## src/rtl/dm_access_ctrl.sv

```systemverilog
// Data-memory access controller: word/half/byte loads and stores with RMW sub-word stores.
// Optional DM_ALIGN_CHECK_EN flags and suppresses misaligned accesses.
module dm_access_ctrl #(
    parameter int ADDR_W = 10
) (
    input  logic              clk,
    input  logic              rst,
    input  logic              MemRead,
    input  logic              MemWrite,
    input  logic              HalfAndByte,
    input  logic              Byte,
    input  logic              Half,
    input  logic              unsign,
    input  logic [31:0]       addr,
    input  logic [31:0]       wdata,
    output logic [31:0]       rdata,
    output logic              stall,
    output logic              align_err,
    output logic              mem_req,
    output logic              mem_we,
    output logic [ADDR_W-1:0] mem_addr,
    output logic [31:0]       mem_wdata,
    input  logic [31:0]       mem_rdata,
    input  logic              mem_ack
);

    typedef enum logic [2:0] {
        IDLE, RD, WR, RMW_RD, RMW_WR, DONE
    } state_e;

    state_e      state_q;
    logic [1:0]  addr_q;
    logic [15:0] wdata_q;
    logic        hab_q;
    logic        byte_q;
    logic        unsign_q;

    logic        req;
    logic [7:0]  lane_b;
    logic [15:0] lane_h;
    logic [31:0] load_val;
    logic [31:0] merged;
    logic        addr_unused;

    assign req = MemRead | MemWrite;
    assign addr_unused = ^addr[31:ADDR_W+2];

`ifdef DM_ALIGN_CHECK_EN
    // Bytes can never be misaligned; halfwords need addr[0]=0, words addr[1:0]=0.
    assign align_err = (state_q == IDLE) && req &&
                       (HalfAndByte ? (Half && addr[0])
                                    : (addr[1:0] != 2'b00));
`else
    logic kind_unused;
    assign kind_unused = Half;
    assign align_err = 1'b0;
`endif

    assign stall = ((state_q == IDLE) && req && !align_err) ||
                   ((state_q != IDLE) && (state_q != DONE));

    always_comb begin
        lane_b   = mem_rdata[{addr_q, 3'b000} +: 8];
        lane_h   = addr_q[1] ? mem_rdata[31:16] : mem_rdata[15:0];
        load_val = mem_rdata;
        if (hab_q) begin
            if (byte_q)
                load_val = {{24{~unsign_q & lane_b[7]}}, lane_b};
            else
                load_val = {{16{~unsign_q & lane_h[15]}}, lane_h};
        end
        merged = mem_rdata;
        if (byte_q)
            merged[{addr_q, 3'b000} +: 8] = wdata_q[7:0];
        else if (addr_q[1])
            merged[31:16] = wdata_q;
        else
            merged[15:0] = wdata_q;
    end

    always_ff @(posedge clk) begin
        if (rst) begin
            state_q   <= IDLE;
            addr_q    <= '0;
            wdata_q   <= '0;
            hab_q     <= 1'b0;
            byte_q    <= 1'b0;
            unsign_q  <= 1'b0;
            rdata     <= '0;
            mem_req   <= 1'b0;
            mem_we    <= 1'b0;
            mem_addr  <= '0;
            mem_wdata <= '0;
        end else begin
            unique case (state_q)
                IDLE: begin
                    if (req && !align_err) begin
                        addr_q   <= addr[1:0];
                        wdata_q  <= wdata[15:0];
                        hab_q    <= HalfAndByte;
                        byte_q   <= Byte;
                        unsign_q <= unsign;
                        mem_req  <= 1'b1;
                        mem_addr <= addr[ADDR_W+1:2];
                        if (MemRead) begin
                            state_q <= RD;
                            mem_we  <= 1'b0;
                        end else if (!HalfAndByte) begin
                            state_q   <= WR;
                            mem_we    <= 1'b1;
                            mem_wdata <= wdata;
                        end else begin
                            state_q <= RMW_RD;
                            mem_we  <= 1'b0;
                        end
                    end
                end
                RD: begin
                    if (mem_ack) begin
                        rdata   <= load_val;
                        mem_req <= 1'b0;
                        state_q <= DONE;
                    end
                end
                WR, RMW_WR: begin
                    if (mem_ack) begin
                        mem_req <= 1'b0;
                        mem_we  <= 1'b0;
                        state_q <= DONE;
                    end
                end
                RMW_RD: begin
                    // mem_wdata doubles as the merge register for the write-back.
                    if (mem_ack) begin
                        mem_wdata <= merged;
                        mem_we    <= 1'b1;
                        state_q   <= RMW_WR;
                    end
                end
                DONE:    state_q <= IDLE;
                default: state_q <= IDLE;
            endcase
        end
    end

endmodule

```

## config.mk

```make
export PLATFORM = sky130hd
export DESIGN_NAME = dm_access_ctrl
export DESIGN_NICKNAME = d
export VERILOG_FILES = /design/src/rtl/dm_access_ctrl.sv
export SDC_FILE = /design/constraint.sdc
export NUM_CORES = 1
export LEC_CHECK = 0
export ABC_CLOCK_PERIOD_IN_PS = 5200
export BUFFER_PORTS_ARGS = -buffer_cell sky130_fd_sc_hd__buf_2
export CORE_MARGIN = 2
export CORE_UTILIZATION = 56
export CTS_CLUSTER_SIZE = 40
export DETAILED_ROUTE_END_ITERATION = 8
export PLACE_DENSITY = 0.9
export SLEW_MARGIN = 20
export SYNTH_ARGS = -nofsm -noshare
export SYNTH_HDL_FRONTEND = slang
export SYNTH_SLANG_ARGS = --single-unit
```

## constraint.sdc

```tcl
create_clock -name clk -period 5.2 [get_ports clk]
set_input_delay 0.26 -clock clk [delete_from_list [all_inputs] [get_ports clk]]
set_output_delay 0.26 -clock clk [all_outputs]
set_load 0.03 [all_outputs]
```

==> results_dict.tcl <==
set metrics [dict create \
    post_cts.repair.setup_buffers 0 \
    hold_depth 3 \
    cts-hold-fix-buffers 0 \
    critPathKind "register to register" \
    h-tree-depth 3 \
    cap_violations 0 \
    seq_area_frac_synth_pct 34.6 \
    placed_cell_area_um2 6470 \
    r2r-end "mem_wdata[12]$_SDFFE_PP0P_" \
    hp-start "addr[4]" \
    leakagePower_nw 2.69 \
    cts-root-buf "clkbuf_8" \
    crit_slowest_cell "dfxtp_2" \
    fin_skew_ns 0.00860 \
    die-height_um 106 \
    period_needed_ns 3.04 \
    post-route-util_pct 65.3 \
    setup_violations 0 \
    initial_core_util_pct 56.8 \
    gp_congestion 0.974 \
    hold_end "mem_addr[2]$_SDFFE_PP0P_" \
    yosys-top-cells-count "nand2_1 (125), dfxtp_1 (100), a21oi_1 (62), nor2_1 (62), a211oi_1 (46)" \
    insertion_delay_ns 0.37 \
    relSlewSlack_pct 26.4 \
    grt_use_total_pct 29.7 \
    cp_num_buf_inv 1 \
    netlist_area_um2 5780 \
    dr.pass1.iters 5 \
    syn_to_final_growth_pct 15.1 \
    fin_area_um2 6660 \
    grt_pass1_wl_um 26700 \
    hold_viol 0 \
    synth_top_area_cell "dfxtp_1" \
    hp-class "primary input to register" \
    path_cells "inv_2, ha_1, nor3b_4, nand4_1, a311o_1, a311oi_1" \
    synthCells 724 \
    core_area_um2 10200 \
    die_area_um2 11200 \
    synth-seq-cells 100 \
    async_flop_share_pct 0 \
    cts_buffer_depth 2 \
    critPathMaxStageDelay_ns 0.77 \
    drc_errors 0 \
    cts_tree "yes" \
    synth_ff_type "dfxtp_1" \
    clk_pin_slew_ns 0.09 \
    cpLargestDelayFamily "simple AND/OR/NAND/NOR gates" \
    antenna_found_initial 0 \
    irDropWorstVdd_uv 209 \
    status "finished clean" \
    die_width_um 106 \
    grt_pass1_vias 5252 \
    p_total_w 0.00193 \
    antenna_cells 0 \
    max_slew.worst_pin.slew_ns 1.10 \
    arrival_ns 3.30 \
    cts_sinks 100 \
    drtIter0Drc 665 \
    worst-r2r-cell-count 6 \
    yosys_warnings 0 \
    cts_inserted_buffers 9 \
    rsz0062_at_grt "no" \
    synth-edff-count 0 \
    ant_nets 0 \
    r2r_start "addr_q[1]$_SDFFE_PP0P_" \
    boundaryPins 183 \
    rows 37 \
    grt_max_degree 94 \
    overflow 0 \
    layout.nets 939 \
    power_density_nw_per_um2 291 \
    syn_nets 834 \
    drive_gt1_share_pct 25.5 \
    tns_ns 0 \
    syn_area_per_cell_um2 7.99 \
    fillCellCount 901 \
    worst_ep_required_time_ns 5.46 \
    dr_total_vias 5929 \
    cp-end-kind "register" \
    routed_wl_um 16900 \
    hpwlAfterDp_um 11800 \
    port_buffers 160 \
    period_share_pct 58.4 \
    synth_top_area_share_pct 34.6 \
    holdWs_ns 0.116 \
    yosys-top-cells-area "dfxtp_1 (35%), nand2_1 (8.1%), a211oi_1 (6.0%)" \
    routed_via_density 6.13 \
    wl_per_cell_um 17.4 \
    r2r_slack_ns 2.16 \
    report.final.slew_viol_count 0 \
    crit_fanout 41 \
    ctsResizeCount 0 \
    post-synth-top-count-cell "nand2_1" \
    start_kind "register" \
    ys_types 55 \
    fmax_ghz 0.329 \
]
[worst max path at each step]
stage	to	cells after the start	start	slack, ns
2_1_floorplan	mem_wdata[24]$_SDFFE_PP0P_	9	addr_q[0]$_SDFFE_PP0P_	2.68
3_3_place_gp	mem_wdata[27]$_SDFFE_PP0P_	6	addr_q[1]$_SDFFE_PP0P_	2.35
3_5_place_dp	mem_wdata[12]$_SDFFE_PP0P_	6	addr_q[1]$_SDFFE_PP0P_	2.29
4_1_cts	mem_wdata[12]$_SDFFE_PP0P_	6	addr_q[1]$_SDFFE_PP0P_	2.24
5_1_grt	mem_wdata[12]$_SDFFE_PP0P_	6	addr_q[1]$_SDFFE_PP0P_	1.94
6_report	mem_wdata[12]$_SDFFE_PP0P_	6	addr_q[1]$_SDFFE_PP0P_	2.16
[flip-flops by register name, summed over array words and instances, names as in the netlist]
signal,flops
mem_addr,10
addr_q,2
wdata_q,16
mem_req,1
mem_we,1
unsign_q,1
byte_q,1
mem_wdata,32
hab_q,1
rdata,32
state_q,3
[kinds of logic (layout without fill, tap and decap cells)]
| logic type | after synthesis | count (layout) | share of synthesized area (%) |
|---|---|---|---|
| multiplexers | 17 | 17 | 3.16 |
| adder cells (fa/ha/maj) | 5 | 5 | 1.08 |
| buffers and inverters | 86 | 194 | 6.79 |
| other | 1 | 1 | 0.0649 |
| AO/OA/AOI/OAI | 223 | 223 | 30.0 |
| AND/OR/NAND/NOR | 290 | 290 | 23.9 |
| XOR/XNOR | 2 | 2 | 0.303 |
| flip-flops | 100 | 100 | 34.6 |
[cells in the final DEF, fill, tap and decap left out, types with 15 or more instances in the layout]
cell | synthesis | final
nor2_1 | 62 | 62
buf_2 | 29 | 159
a311o_1 | 16 | 16
a211oi_1 | 46 | 46
nor2b_1 | 25 | 25
mux2i_1 | 16 | 16
a311oi_2 | 18 | 18
nand2_1 | 125 | 125
o221ai_1 | 15 | 15
dfxtp_1 | 100 | 98
a311oi_1 | 16 | 16
nand2b_1 | 34 | 34
a21oi_1 | 62 | 62
[final cells by class]
cell class	count	area, um2	share of cell area [%]
Clock inverter	5	55.1	0.827
Multi-Input combinational cell	538	3400	51.0
Tap cell	136	170	2.56
Clock buffer	9	124	1.86
Sequential cell	100	2000	30.1
Timing Repair Buffer	167	856	12.9
Inverter	13	48.8	0.733
[worst min-delay path: stages]
cell and delay, ns:
buf_2 0.09, nand2_1 0.04, a21oi_1 0.05
[per-layer routing]
layer,vias up,wire [um],GRT usage [%]
li1,2814,-,-
met1,2732,6870,38.7
met2,321,7780,47.6
met3,62,1480,5.32
met4,0,754,14.3
met5,-,0,0
[power breakdown]
| part | internal (W) | switching, W | total [W] |
|---|---|---|---|
| combinational | 0.000193 | 0.000359 | 0.000552 |
| sequential | 0.000830 | 0.0000698 | 0.000900 |
| clock | 0.000216 | 0.000266 | 0.000481 |
[metrics by stage]
stage | std cells | setup WS [ns]
detailed placement | 954 | 2.29
finish | 968 | 2.16
floorplan | 724 | 2.68
global placement | 954 | 2.35
global route | 968 | 1.94
CTS | 968 | 2.24
Power figures use the tool's default switching activity.
